[src/rtl/hazard_unit.sv]
// Hazard and forwarding controller for the 5-stage F/D/E/M/W pipeline.
// Shadows destination info for E/M/W and drives stall, flush and E-operand forwarding selects.
module hazard_unit #(
  parameter int NUM_REGS      = 4,
  parameter int ADDRESS_WIDTH = $clog2(NUM_REGS),
  parameter int FWD_EN        = 1,
  parameter int R0_ZERO       = 0,
  parameter int CNT_WIDTH     = 16
) (
  input  logic                     i_clk,
  input  logic                     i_rst,
  input  logic                     i_validD,
  input  logic [ADDRESS_WIDTH-1:0] i_rs1D,
  input  logic [ADDRESS_WIDTH-1:0] i_rs2D,
  input  logic                     i_use_rs1D,
  input  logic                     i_use_rs2D,
  input  logic [ADDRESS_WIDTH-1:0] i_rdD,
  input  logic                     i_regWriteD,
  input  logic                     i_memReadD,
  input  logic                     i_branch_takenE,
  input  logic                     i_ex_busyE,
  output logic                     o_stallF,
  output logic                     o_stallD,
  output logic                     o_stallE,
  output logic                     o_flushD,
  output logic                     o_flushE,
  output logic [1:0]               o_fwdAE,
  output logic [1:0]               o_fwdBE,
  output logic [CNT_WIDTH-1:0]     o_stall_cnt,
  output logic [CNT_WIDTH-1:0]     o_flush_cnt
);

  // Shadow stages: _p0 = E, _p1 = M, _p2 = W
  logic                     vld_p0, vld_p1, vld_p2;
  logic [ADDRESS_WIDTH-1:0] rd_p0, rd_p1, rd_p2;
  logic                     rw_p0, rw_p1, rw_p2;
  logic                     mr_p0, mr_p1;
  logic [ADDRESS_WIDTH-1:0] rs1_p0, rs2_p0;
  logic                     u1_p0, u2_p0;

  logic hazard;
  logic hit_e1, hit_e2, hit_m1, hit_m2;

  function automatic logic match(input logic vld, input logic rw, input logic use_src,
                                 input logic [ADDRESS_WIDTH-1:0] rd,
                                 input logic [ADDRESS_WIDTH-1:0] src);
    return vld & rw & use_src & (rd == src) & ~((R0_ZERO != 0) & (rd == '0));
  endfunction

  function automatic logic [CNT_WIDTH-1:0] sat_inc(input logic [CNT_WIDTH-1:0] cnt,
                                                   input logic en);
    if (en && (cnt != '1)) return cnt + CNT_WIDTH'(1);
    return cnt;
  endfunction

  // Operand select: an M-stage load never forwards; its data arrives from W.
  function automatic logic [1:0] fwd_sel(input logic use_src,
                                         input logic [ADDRESS_WIDTH-1:0] src);
    if (FWD_EN == 0) return 2'b00;
    if (match(vld_p1, rw_p1, use_src, rd_p1, src) && !mr_p1) return 2'b10;
    if (match(vld_p2, rw_p2, use_src, rd_p2, src)) return 2'b01;
    return 2'b00;
  endfunction

  // D-stage hazard detection against E and M
  always_comb begin
    hit_e1 = match(vld_p0, rw_p0, i_use_rs1D, rd_p0, i_rs1D);
    hit_e2 = match(vld_p0, rw_p0, i_use_rs2D, rd_p0, i_rs2D);
    hit_m1 = match(vld_p1, rw_p1, i_use_rs1D, rd_p1, i_rs1D);
    hit_m2 = match(vld_p1, rw_p1, i_use_rs2D, rd_p1, i_rs2D);
    if (FWD_EN != 0) hazard = i_validD & (hit_e1 | hit_e2) & mr_p0;
    else             hazard = i_validD & (hit_e1 | hit_e2 | hit_m1 | hit_m2);
  end

  always_comb begin
    o_stallF = 1'b0;
    o_stallD = 1'b0;
    o_stallE = 1'b0;
    o_flushD = 1'b0;
    o_flushE = 1'b0;
    if (i_ex_busyE) begin
      o_stallF = 1'b1;
      o_stallD = 1'b1;
      o_stallE = 1'b1;
    end else if (i_branch_takenE) begin
      o_flushD = 1'b1;
      o_flushE = 1'b1;
    end else if (hazard) begin
      o_stallF = 1'b1;
      o_stallD = 1'b1;
      o_flushE = 1'b1;
    end
  end

  // A bubble in E reads nothing, so its stale source fields are masked by valid.
  always_comb begin
    o_fwdAE = fwd_sel(vld_p0 & u1_p0, rs1_p0);
    o_fwdBE = fwd_sel(vld_p0 & u2_p0, rs2_p0);
  end

  // Shadow data: qualified by the valids, so left unreset
  always_ff @(posedge i_clk) begin
    rd_p2 <= rd_p1;
    rw_p2 <= rw_p1;
    if (!i_ex_busyE) begin
      rd_p1  <= rd_p0;
      rw_p1  <= rw_p0;
      mr_p1  <= mr_p0;
      rd_p0  <= i_rdD;
      rw_p0  <= i_regWriteD;
      mr_p0  <= i_memReadD;
      rs1_p0 <= i_rs1D;
      rs2_p0 <= i_rs2D;
      u1_p0  <= i_use_rs1D;
      u2_p0  <= i_use_rs2D;
    end
  end

  // Shadow valids and performance counters
  always_ff @(posedge i_clk or negedge i_rst) begin
    if (!i_rst) begin
      vld_p0      <= 1'b0;
      vld_p1      <= 1'b0;
      vld_p2      <= 1'b0;
      o_stall_cnt <= '0;
      o_flush_cnt <= '0;
    end else begin
      vld_p2 <= vld_p1;
      if (i_ex_busyE) begin
        vld_p1 <= 1'b0;
      end else begin
        vld_p1 <= vld_p0;
        vld_p0 <= i_validD & ~o_flushE;
      end
      o_stall_cnt <= sat_inc(o_stall_cnt, o_stallD);
      o_flush_cnt <= sat_inc(o_flush_cnt, i_branch_takenE & ~i_ex_busyE);
    end
  end

endmodule

[config.mk]
export PLATFORM = sky130hd
export DESIGN_NAME = hazard_unit
export DESIGN_NICKNAME = d
export VERILOG_FILES = /design/src/rtl/hazard_unit.sv
export SDC_FILE = /design/constraint.sdc
export NUM_CORES = 1
export LEC_CHECK = 0
export ABC_AREA = 1
export CAP_MARGIN = 20
export CORE_MARGIN = 2
export CORE_UTILIZATION = 32
export DETAILED_ROUTE_END_ITERATION = 10
export GPL_TIMING_DRIVEN = 0
export PLACE_DENSITY = 0.66
export SYNTH_ARGS = -nofsm -noshare
export SYNTH_HDL_FRONTEND = slang
export SYNTH_SLANG_ARGS = --single-unit
[constraint.sdc]
create_clock -name i_clk -period 2.2 [get_ports i_clk]
set_input_delay 0.44 -clock i_clk [delete_from_list [all_inputs] [get_ports i_clk]]
set_output_delay 0.44 -clock i_clk [all_outputs]
set_load 0.03 [all_outputs]
==> metrics, run 1 <==
Max Clock Skew 0.00935 ns; area of combinational cells with multiple inputs 0.00119 mm2; DRC violations left 0; average detailed-routed wire length per instance 12.2 um; effective utilization at floorplan 32.9%; total leakage power 1.62 nW; wire length reported by the detailed router 5.95 mm; area fraction in compound gates after synthesis 2.14%; number of placed cells counting well taps 478; count of mapped cells out of synthesis 318; number of library cell types mapped by synthesis 26; final clock period utilization by the worst path 96.5%; post-synth top area share around a third; number of buffers created by CTS 5; count of max-cap constraint violations 0; Skew-Pair Late Insertion Delay 0.31 ns; Placed Instance Area 0.00338 mm2; worst-case headroom to the max-slew limit between 40% and 50%; Worst Reg-to-Reg Cells 12; leading cell types in the layout, fill and taps excluded sky130_fd_sc_hd__nand2_1, sky130_fd_sc_hd__clkdlybuf4s50_1, sky130_fd_sc_hd__dfrtp_1, sky130_fd_sc_hd__nand3_1, sky130_fd_sc_hd__nor2_1; simple-gate portion of the synthesized area 30.7%; Net Count, Synth 335; highest fanout seen on the critical path 4; std cell rows 33; Yosys warning total 0; total negative slack 0 ns; fraction of synthesized area in multiplexers 0%; number of clock sinks seen by CTS 52; maximum number of pins on one net before global-route repair 36; worst-case vdd ir drop 0.503 mV; Initial DRC Count 67; final core area utilization 42.9%; layout overhead on the synthesized area 30.2%; synthesized area 0.00269 mm2; final HPWL from detailed placement 4.46 mm; worst min-delay path class in -> async; total core area 0.00818 mm2; root buf cell sky130_fd_sc_hd__clkbuf_8; xor/xnor cell area share of the yosys netlist 9.44%; number of antenna violations at the first check in global routing 0; Power per Cell Area approximately 700 mW/mm2; overall via count from detail_route 2,234; Critical Path Start i_use_rs2D; total global-route track usage 13.9%; clock tree from TritonCTS done; main combinational cell family by area after synthesis simple AND/OR/NAND/NOR gates; clock-pin slew of the registers on the worst-case setup and hold paths 0.10 ns; power consumption 2.52 mW; final critical delay including setup and external delays 2.12 ns; origin of the critical flop-to-flop path vld_p0; type of element launching the critical path primary input; critical path endpoint category output port; die outline area 0.00916 mm2; maximum clock frequency 471 MHz; first-pass GRT wire length 9.96 mm; RSZ-0062 raised after global routing true; final weighted congestion in routability-driven placement 0.849; H-tree levels 2; count of endpoints failing hold in the final timing report 0; Least-Margin Pin Slew 0.789 ns; signal arrival time at the worst endpoint 1.68 ns; Final nets 400; cell area after layout 0.00350 mm2; CP Data Required Time 1.76 ns; run status finished, final reports clean; total area of sequential cells 0.00136 mm2; Boundary Pins 56; fin cells 489; max-slew violations 0; most common cell after layout, fill and taps aside sky130_fd_sc_hd__nand2_1; fill cell instance count of the final layout 847; Seq cells post-synth 52; count of port buffers added during placement 55; ys async rst share 67.3%; die width 95.7 um; Final setup violation count 0; ranking of synthesized cells by area sky130_fd_sc_hd__dfrtp_1, sky130_fd_sc_hd__edfxtp_1, sky130_fd_sc_hd__nand2_1, sky130_fd_sc_hd__xor2_1, sky130_fd_sc_hd__nand3_1; part of the Yosys area used for sequential elements between 50% and 60%; Pre-antenna DRT Iters 4; average cell area after synthesis 8.46 um2; Max clock buf depth 2; antenna diode count 0; most area-hungry cell type in the Yosys netlist sky130_fd_sc_hd__dfrtp_1; overflow left after global routing 0; Die Span Y approximately 96 um; number of enable flip-flop cells after synthesis 14; via count of the first global-routing pass 2,162; post-detailed-route via-to-cell ratio 4.57; predominant post-synthesis flop cell sky130_fd_sc_hd__dfrtp_1; area share of fa/ha/maj cells after synthesis 0.930%; number of nets with antenna violations after detailed routing 0; classification of the worst setup path in -> out; fraction of final layout cells sized beyond drive strength 1 between 10% and 20%
[metrics by stage]
step | setup WS, ns | hold slack, ns
final | 0.0776 | 0.212
after global routing | -0.0180 | 0.273
after CTS | -0.0839 | 0.253
after detailed placement | -0.872 | 0.363
after global placement | -0.827 | 0.354
after floorplan | 0.190 | 0.144
[report_power, final]
part	leakage, nW	internal [mW]	switching, mW	total [mW]
Sequential	0.634	1.11	0.149	1.26
Combinational	0.933	0.289	0.398	0.687
Clock	0.0491	0.235	0.338	0.573
[worst max-delay path: stages]
cell	delay, ns
sky130_fd_sc_hd__clkdlybuf4s50_1	0.48
sky130_fd_sc_hd__a21boi_2	0.15
sky130_fd_sc_hd__nand3_1	0.10
sky130_fd_sc_hd__nand2_2	0.10
sky130_fd_sc_hd__nand3_2	0.08
sky130_fd_sc_hd__nand2_4	0.10
sky130_fd_sc_hd__buf_4	0.11
sky130_fd_sc_hd__buf_6	0.11
[routing by layer]
| layer | vias to the layer above | global-route usage, % | wire length (um) |
|---|---|---|---|
| met3 | 5 | 1.82 | 161 |
| met4 | 0 | 5.00 | 72 |
| met5 | - | 0 | 0 |
| li1 | 1138 | - | - |
| met2 | 36 | 24.5 | 3090 |
| met1 | 1055 | 17.4 | 2620 |
[sequential cells by signal, summed over array words and instances (netlist names), 2 cells and up]
register and flops:
rd_p0 2, o_flush_cnt 16, rd_p1 2, rs1_p0 2, rs2_p0 2, o_stall_cnt 16, rd_p2 2
[path summary, 6_finish.rpt]
| kind | to | slack [ns] |
|---|---|---|
| max | o_stallF | 0.08 |
| min | o_flush_cnt[0] | 0.21 |
| max reg2reg | o_stall_cnt[2] | 0.49 |
| min reg2reg | rw_p2 | 0.38 |
| max in group asynchronous | vld_p0 | 1.49 |
| min in group i_clk | rs2_p0[1] | 0.36 |
[layout make-up]
cell class / count / area share, %
buffer: 6 / 1.43
sequential: 52 / 38.7
clock buffer: 5 / 1.96
multi-input combinational: 229 / 34.1
timing repair buffer: 59 / 16.0
inverter: 30 / 3.32
clock inverter: 3 / 0.750
tap: 105 / 3.75
[cell usage after synthesis, drive strengths merged (4+ instances only)]
cell type / number
a21oi: 5
buf: 7
dfrtp: 35
edfxtp: 14
inv: 30
nand2: 102
nand3: 35
nand4: 4
nor2: 40
o21ai: 5
xnor2: 10
xor2: 19
[logic make-up after synthesis]
family                   after synthesis
AND/OR/NAND/NOR                      187
AO/OA/AOI/OAI                         11
XOR/XNOR                              29
flip-flops                            52
adder cells (fa/ha/maj)                2
buffers and inverters                 37
[repair_timing]
item,CTS,global route
pin swaps,1,2
gates resized for setup,28,20
hold buffers,0,0
setup buffers,4,0
setup endpoints to repair,9,7
No activity file was read; power rests on OpenSTA's default activity.
==> run 2, diff against run 1 <==
--- a/config.mk
+++ b/config.mk
@@ -12,6 +12,7 @@
 export DETAILED_ROUTE_END_ITERATION = 10
 export GPL_TIMING_DRIVEN = 0
 export PLACE_DENSITY = 0.66
+export REMOVE_ABC_BUFFERS = 1
 export SYNTH_ARGS = -nofsm -noshare
 export SYNTH_HDL_FRONTEND = slang
 export SYNTH_SLANG_ARGS = --single-unit
==> run 2 against run 1 <==
Largest power group unchanged. Count of clock-buffer cells in the layout is the same. Critical endpoint is now o_flushE. Cell area is 1.2% lower. Largest cell class unchanged. Critical path depth decreased by 1. Flip-flop and latch count did not move.
==> metrics, run 2 (synthesis results as in run 1) <==
run status finished, final reports clean; Skew-Pair Late Insertion Delay 0.30 ns; final HPWL from detailed placement 4.11 mm; total global-route track usage 13.4%; Final setup violation count 0; number of antenna violations at the first check in global routing 0; Least-Margin Pin Slew 0.803 ns; std cell rows 33; buffers and inverters on the worst path 2; post-detailed-route via-to-cell ratio approximately 4.6; worst-case headroom to the max-slew limit 46.5%; total negative slack 0 ns; Net Sw Frac 34.2%; Internal Dissipation 1.61 mW; count of max-cap constraint violations 0; portion of total power attributed to combinational logic 27.4%; power share of the sequential group 51.1%; Pre-antenna DRT Iters 4; die outline area 0.00916 mm2; final hold slack around 0.22 ns; wire length reported by the detailed router approximately 5.8 mm; final weighted congestion in routability-driven placement ~0.86; root buf cell sky130_fd_sc_hd__clkbuf_8; Die Span Y 95.7 um; final clock period utilization by the worst path a little over nine tenths; most common cell after layout, fill and taps aside sky130_fd_sc_hd__nand2_1; Critical Path Start i_use_rs2D; Final nets 396; number of buffers created by CTS 5; number of nets with antenna violations after detailed routing 0; Power per Cell Area 708 mW/mm2; DRC violations left 0; reported net switching power 838 uW; via count of the first global-routing pass ~2,100; die width between 90 and 100 um; CP Data Required Time 1.76 ns; cell at the slowest stage of the critical path sky130_fd_sc_hd__clkdlybuf4s50_1; worst path cell trace clkdlybuf4s50_1, a21boi_1, nand3_1, nand2_2, nand2_2, a21oi_2, buf_6; type of element launching the critical path primary input; biggest registers after layout o_flush_cnt x16, o_stall_cnt x16; Max clock buf depth 2; Boundary Pins 56; antenna diode count 0; critical path endpoint category output port; signal arrival time at the worst endpoint 1.71 ns; worst-case vdd ir drop 0.339 mV; clock tree from TritonCTS done; r2r endpoint o_stall_cnt[7]; effective utilization at floorplan 32.9%; classification of the worst setup path in -> out; internal reg-to-reg setup slack 0.33 ns; overall via count from detail_route about 2,200; Most common cell on crit path sky130_fd_sc_hd__nand2_2; first-pass GRT wire length 9.63 mm; fraction of final layout cells sized beyond drive strength 1 a little under an eighth; leading cell types in the layout, fill and taps excluded sky130_fd_sc_hd__nand2_1, sky130_fd_sc_hd__clkdlybuf4s50_1, sky130_fd_sc_hd__dfrtp_1, sky130_fd_sc_hd__nand3_1, sky130_fd_sc_hd__nor2_1; worst min-delay path class in -> async; count of port buffers added during placement 55; power consumption about 2.5 mW; maximum number of pins on one net before global-route repair 36; max-slew violations 0; highest fanout seen on the critical path 2; maximum clock frequency 465 MHz; count of endpoints failing hold in the final timing report 0; final critical delay including setup and external delays 2.15 ns; Max Clock Skew between 0.015 and 0.02 ns; overflow left after global routing 0; final core area utilization 42.3%; average detailed-routed wire length per instance 11.9 um; Largest stage delay, worst path 0.47 ns; clock power share 21.6%; layout overhead on the synthesized area 28.7%; origin of the critical flop-to-flop path o_stall_cnt[0]; total leakage power 1.58 nW; total core area approximately 0.008 mm2; H-tree levels 2; Worst Reg-to-Reg Cells 7; cell family contributing the most delay on the critical path buffers and inverters; Initial DRC Count 37; clock-pin slew of the registers on the worst-case setup and hold paths 0.10 ns; number of clock sinks seen by CTS 52
[run 2: cell count changes in the layout (fill, tap and decap cells not counted), sizes merged, moves of 2 or more]
cell / previous run / this run
buf: 14 / 9
clkdlybuf4s50: 41 / 43
clkinv: 1 / 3
dlygate4sd2: 3 / 1
inv: 31 / 29
[run 2: worst max-delay path by stage]
stage                  to  cells past startpoint  slack (ns)
2_1_floorplan  o_fwdBE[0]                      3       -0.24
3_3_place_gp     o_stallF                      4       -0.79
3_5_place_dp     o_stallD                      4       -0.83
4_1_cts          o_stallD                      8       -0.01
5_1_grt        o_fwdBE[1]                      5       -0.01
6_report         o_flushE                      7        0.05
[run 2: stage by stage]
| stage | area (um2) | std cells | setup WS, ns |
|---|---|---|---|
| after CTS | 3420 | 482 | -0.0133 |
| after global placement | 3310 | 471 | -0.792 |
| final | 3460 | 485 | 0.0504 |
| after floorplan | 2630 | 311 | -0.240 |
| after detailed placement | 3310 | 471 | -0.829 |
| after global routing | 3460 | 485 | -0.0102 |
[run 2: power by group through the flow]
| stage | Clock [mW] | Sequential (mW) | Combinational [mW] |
|---|---|---|---|
| global route | 0.593 | 1.28 | 0.725 |
| finish | 0.528 | 1.25 | 0.671 |
| CTS | 0.555 | 1.25 | 0.669 |
| detailed placement | 0 | 1.27 | 0.661 |
| floorplan | 0 | 1.42 | 0.214 |
| global placement | 0 | 1.27 | 0.652 |
[run 2: what timing repair did]
action / CTS / global route
cloned: 1 / 0
resized for setup: 31 / 19
setup buffers: 2 / 3
hold buffers: 0 / 0
pin swaps: 1 / 3
setup endpoints to repair: 19 / 16
[run 2: area by class of cell]
class                      instances  area, um2
sequential                        52       1360
tap                              105        131
multi-input combinational        230       1210
inverter                          30        116
fill                             828       4710
timing repair buffer              60        563
clock inverter                     3       18.8
clock buffer                       5       68.8
[run 2: per-layer routing]
| layer | GRT usage [%] | share of wire [%] | vias up | routed length [um] |
|---|---|---|---|---|
| met3 | 3.00 | 4.2 | 7 | 242 |
| met1 | 16.3 | 44 | 1042 | 2520 |
| met4 | 3.57 | 1.4 | 0 | 79 |
| met5 | 0 | 0 | - | 0 |
| met2 | 23.7 | 51 | 46 | 2910 |
| li1 | - | - | 1128 | - |
[run 2: worst reg2reg max path, stage by stage, from the launching register on]
cell                      delay (ns)
sky130_fd_sc_hd__dfrtp_1        0.45
sky130_fd_sc_hd__ha_1           0.21
sky130_fd_sc_hd__nand2_1        0.11
sky130_fd_sc_hd__nor2_4         0.20
sky130_fd_sc_hd__nand4_2        0.34
sky130_fd_sc_hd__nand2_2        0.35
sky130_fd_sc_hd__nand2_1        0.08
sky130_fd_sc_hd__nand2_1        0.07
==> run 3, diff against run 2 <==
--- a/config.mk
+++ b/config.mk
@@ -7,7 +7,6 @@
 export LEC_CHECK = 0
 export ABC_AREA = 1
 export CAP_MARGIN = 20
-export CORE_MARGIN = 2
 export CORE_UTILIZATION = 32
 export DETAILED_ROUTE_END_ITERATION = 10
 export GPL_TIMING_DRIVEN = 0
==> run 3 against run 2 <==
Routed wire length fell by 2.3%. Largest cell class unchanged. Register-to-register slack got worse by 0.04 ns. Non-clock buffer count fell by 3. Power fell by 0.18%. Count of clock-buffer cells in the layout did not move.
==> metrics, run 3 (synthesis results as in run 1) <==
classification of the worst setup path in -> out; top routing layer used met4; fin cells 482; Max clock buf depth 2; worst min-delay path class in -> async; worst-case headroom to the max-slew limit 47.3%; power consumption ~2.4 mW; fraction of final layout cells sized beyond drive strength 1 10.1%; worst-case vdd ir drop between 0.2 and 0.3 mV; Met3 Wirelength approximately 160 um; worst path cell trace clkdlybuf4s50_1, inv_1, a21oi_1, nand3_1, nand2_2, nand2_1, a21oi_2, buf_6; total negative slack 0 ns; Max Clock Skew 0.00997 ns; Least-Margin Pin Slew 0.791 ns; run status finished, final reports clean; total area of sequential cells 0.00136 mm2; Largest stage delay, worst path 0.51 ns; wire length on met2 2.87 mm; Initial DRC Count 40; final hold slack 0.218 ns; DRC violations left 0; count of max-cap constraint violations 0; final weighted congestion in routability-driven placement 0.823; number of placed cells counting well taps 471; worst slack at placement -0.821 ns; count of port buffers added during placement between 50 and 60; final HPWL from detailed placement 4.07 mm; post-route worst setup slack 0.0636 ns; post-detailed-route via-to-cell ratio ~4.6; r2r endpoint o_stall_cnt[14]; total global-route track usage a little over an eighth; effective utilization at floorplan 32.9%; fill cell instance count of the final layout 841; type of element launching the critical path primary input; Pre-antenna DRT Iters 4; die outline area just under 0.009 mm2; die width approximately 94 um; cell at the slowest stage of the critical path sky130_fd_sc_hd__clkdlybuf4s50_1; overall via count from detail_route approximately 2,200; root buf cell sky130_fd_sc_hd__clkbuf_8; Skew-Pair Late Insertion Delay 0.29 ns; number of antenna violations at the first check in global routing 0; final critical delay including setup and external delays 2.14 ns; signal arrival time at the worst endpoint 1.70 ns; Final nets 393; origin of the critical flop-to-flop path o_stall_cnt[0]; average detailed-routed wire length per instance 11.7 um; DRT met1 WL 2.55 mm; Boundary Pins 56; final core area utilization about 42%; Worst Reg-to-Reg Cells 7; critical path endpoint category output port; overflow left after global routing 0; Final setup violation count 0; number of buffers created by CTS 5; clock tree from TritonCTS done; Placed Instance Area roughly 0.0033 mm2; number of nets with antenna violations after detailed routing 0; final clock period utilization by the worst path 97.1%; number of hold-repair buffers added at the cts stage 0; highest fanout seen on the critical path 3; antenna diode count 0; cell area after layout 0.00345 mm2; maximum number of pins on one net before global-route repair 36; via count of the first global-routing pass 2,102; buffers and inverters on the worst path 3; CP Data Required Time 1.76 ns; first-pass GRT wire length 9.56 mm; cell family contributing the most delay on the critical path buffers and inverters; maximum clock frequency 468 MHz; RSZ-0062 raised after global routing true; Die Span Y ~94 um; total core area around 0.0082 mm2; layout overhead on the synthesized area 28.3%; max-slew violations 0; wire length reported by the detailed router 5.62 mm; total leakage power ~1.6 nW; biggest registers after layout o_flush_cnt x16, o_stall_cnt x16; internal reg-to-reg setup slack 0.29 ns; number of clock sinks seen by CTS between 50 and 60; leading cell types in the layout, fill and taps excluded sky130_fd_sc_hd__nand2_1, sky130_fd_sc_hd__clkdlybuf4s50_1, sky130_fd_sc_hd__dfrtp_1, sky130_fd_sc_hd__nor2_1, sky130_fd_sc_hd__nand3_1; most common cell after layout, fill and taps aside sky130_fd_sc_hd__nand2_1; count of endpoints failing hold in the final timing report 0; Power per Cell Area 709 mW/mm2; H-tree levels 2; clock-pin slew of the registers on the worst-case setup and hold paths 0.09 ns; std cell rows 33; area of combinational cells with multiple inputs 0.00121 mm2
==> run 3: layer usage <==
layer | GRT usage (%) | vias up
met5 | 0 | -
li1 | - | 1120
met1 | 16.5 | 1054
met4 | 3.08 | 0
met2 | 24.9 | 37
met3 | 2.83 | 2
==> run 3: what timing repair did <==
action	4_1_cts	5_1_grt
endpoints found under the setup margin	19	11
hold endpoints to repair	0	0
pin swaps	1	0
buffers inserted	2	0
resized for setup	26	17
gates cloned	1	0
==> run 3: worst max-delay path by stage <==
stage               depth (start not counted)  slack, ns    endpoint  startpoint
floorplan                                   3      -0.24  o_fwdBE[0]    rd_p1[0]
detailed placement                          4      -0.82    o_stallD  i_ex_busyE
finish                                      8       0.06    o_flushE   i_rs2D[0]
CTS                                         4      0.005  o_fwdBE[1]    rd_p1[1]
global placement                            4      -0.79    o_stallD  i_ex_busyE
global route                                8      -0.05    o_flushE   i_rs2D[0]
==> run 3: layout make-up <==
type                    instances  share of cell area, %
inverters                      30                   3.37
repair buffers                 57                   16.0
well taps                     105                   3.81
multi-input cells             230                   35.0
flip-flops and latches         52                   39.3
clock inverters                 3                  0.544
clock buffers                   5                   1.99
==> run 3: power by group <==
| part | switching [mW] | internal, mW |
|---|---|---|
| Sequential | 0.142 | 1.11 |
| Clock | 0.305 | 0.222 |
| Combinational | 0.387 | 0.281 |
| Total | 0.834 | 1.61 |
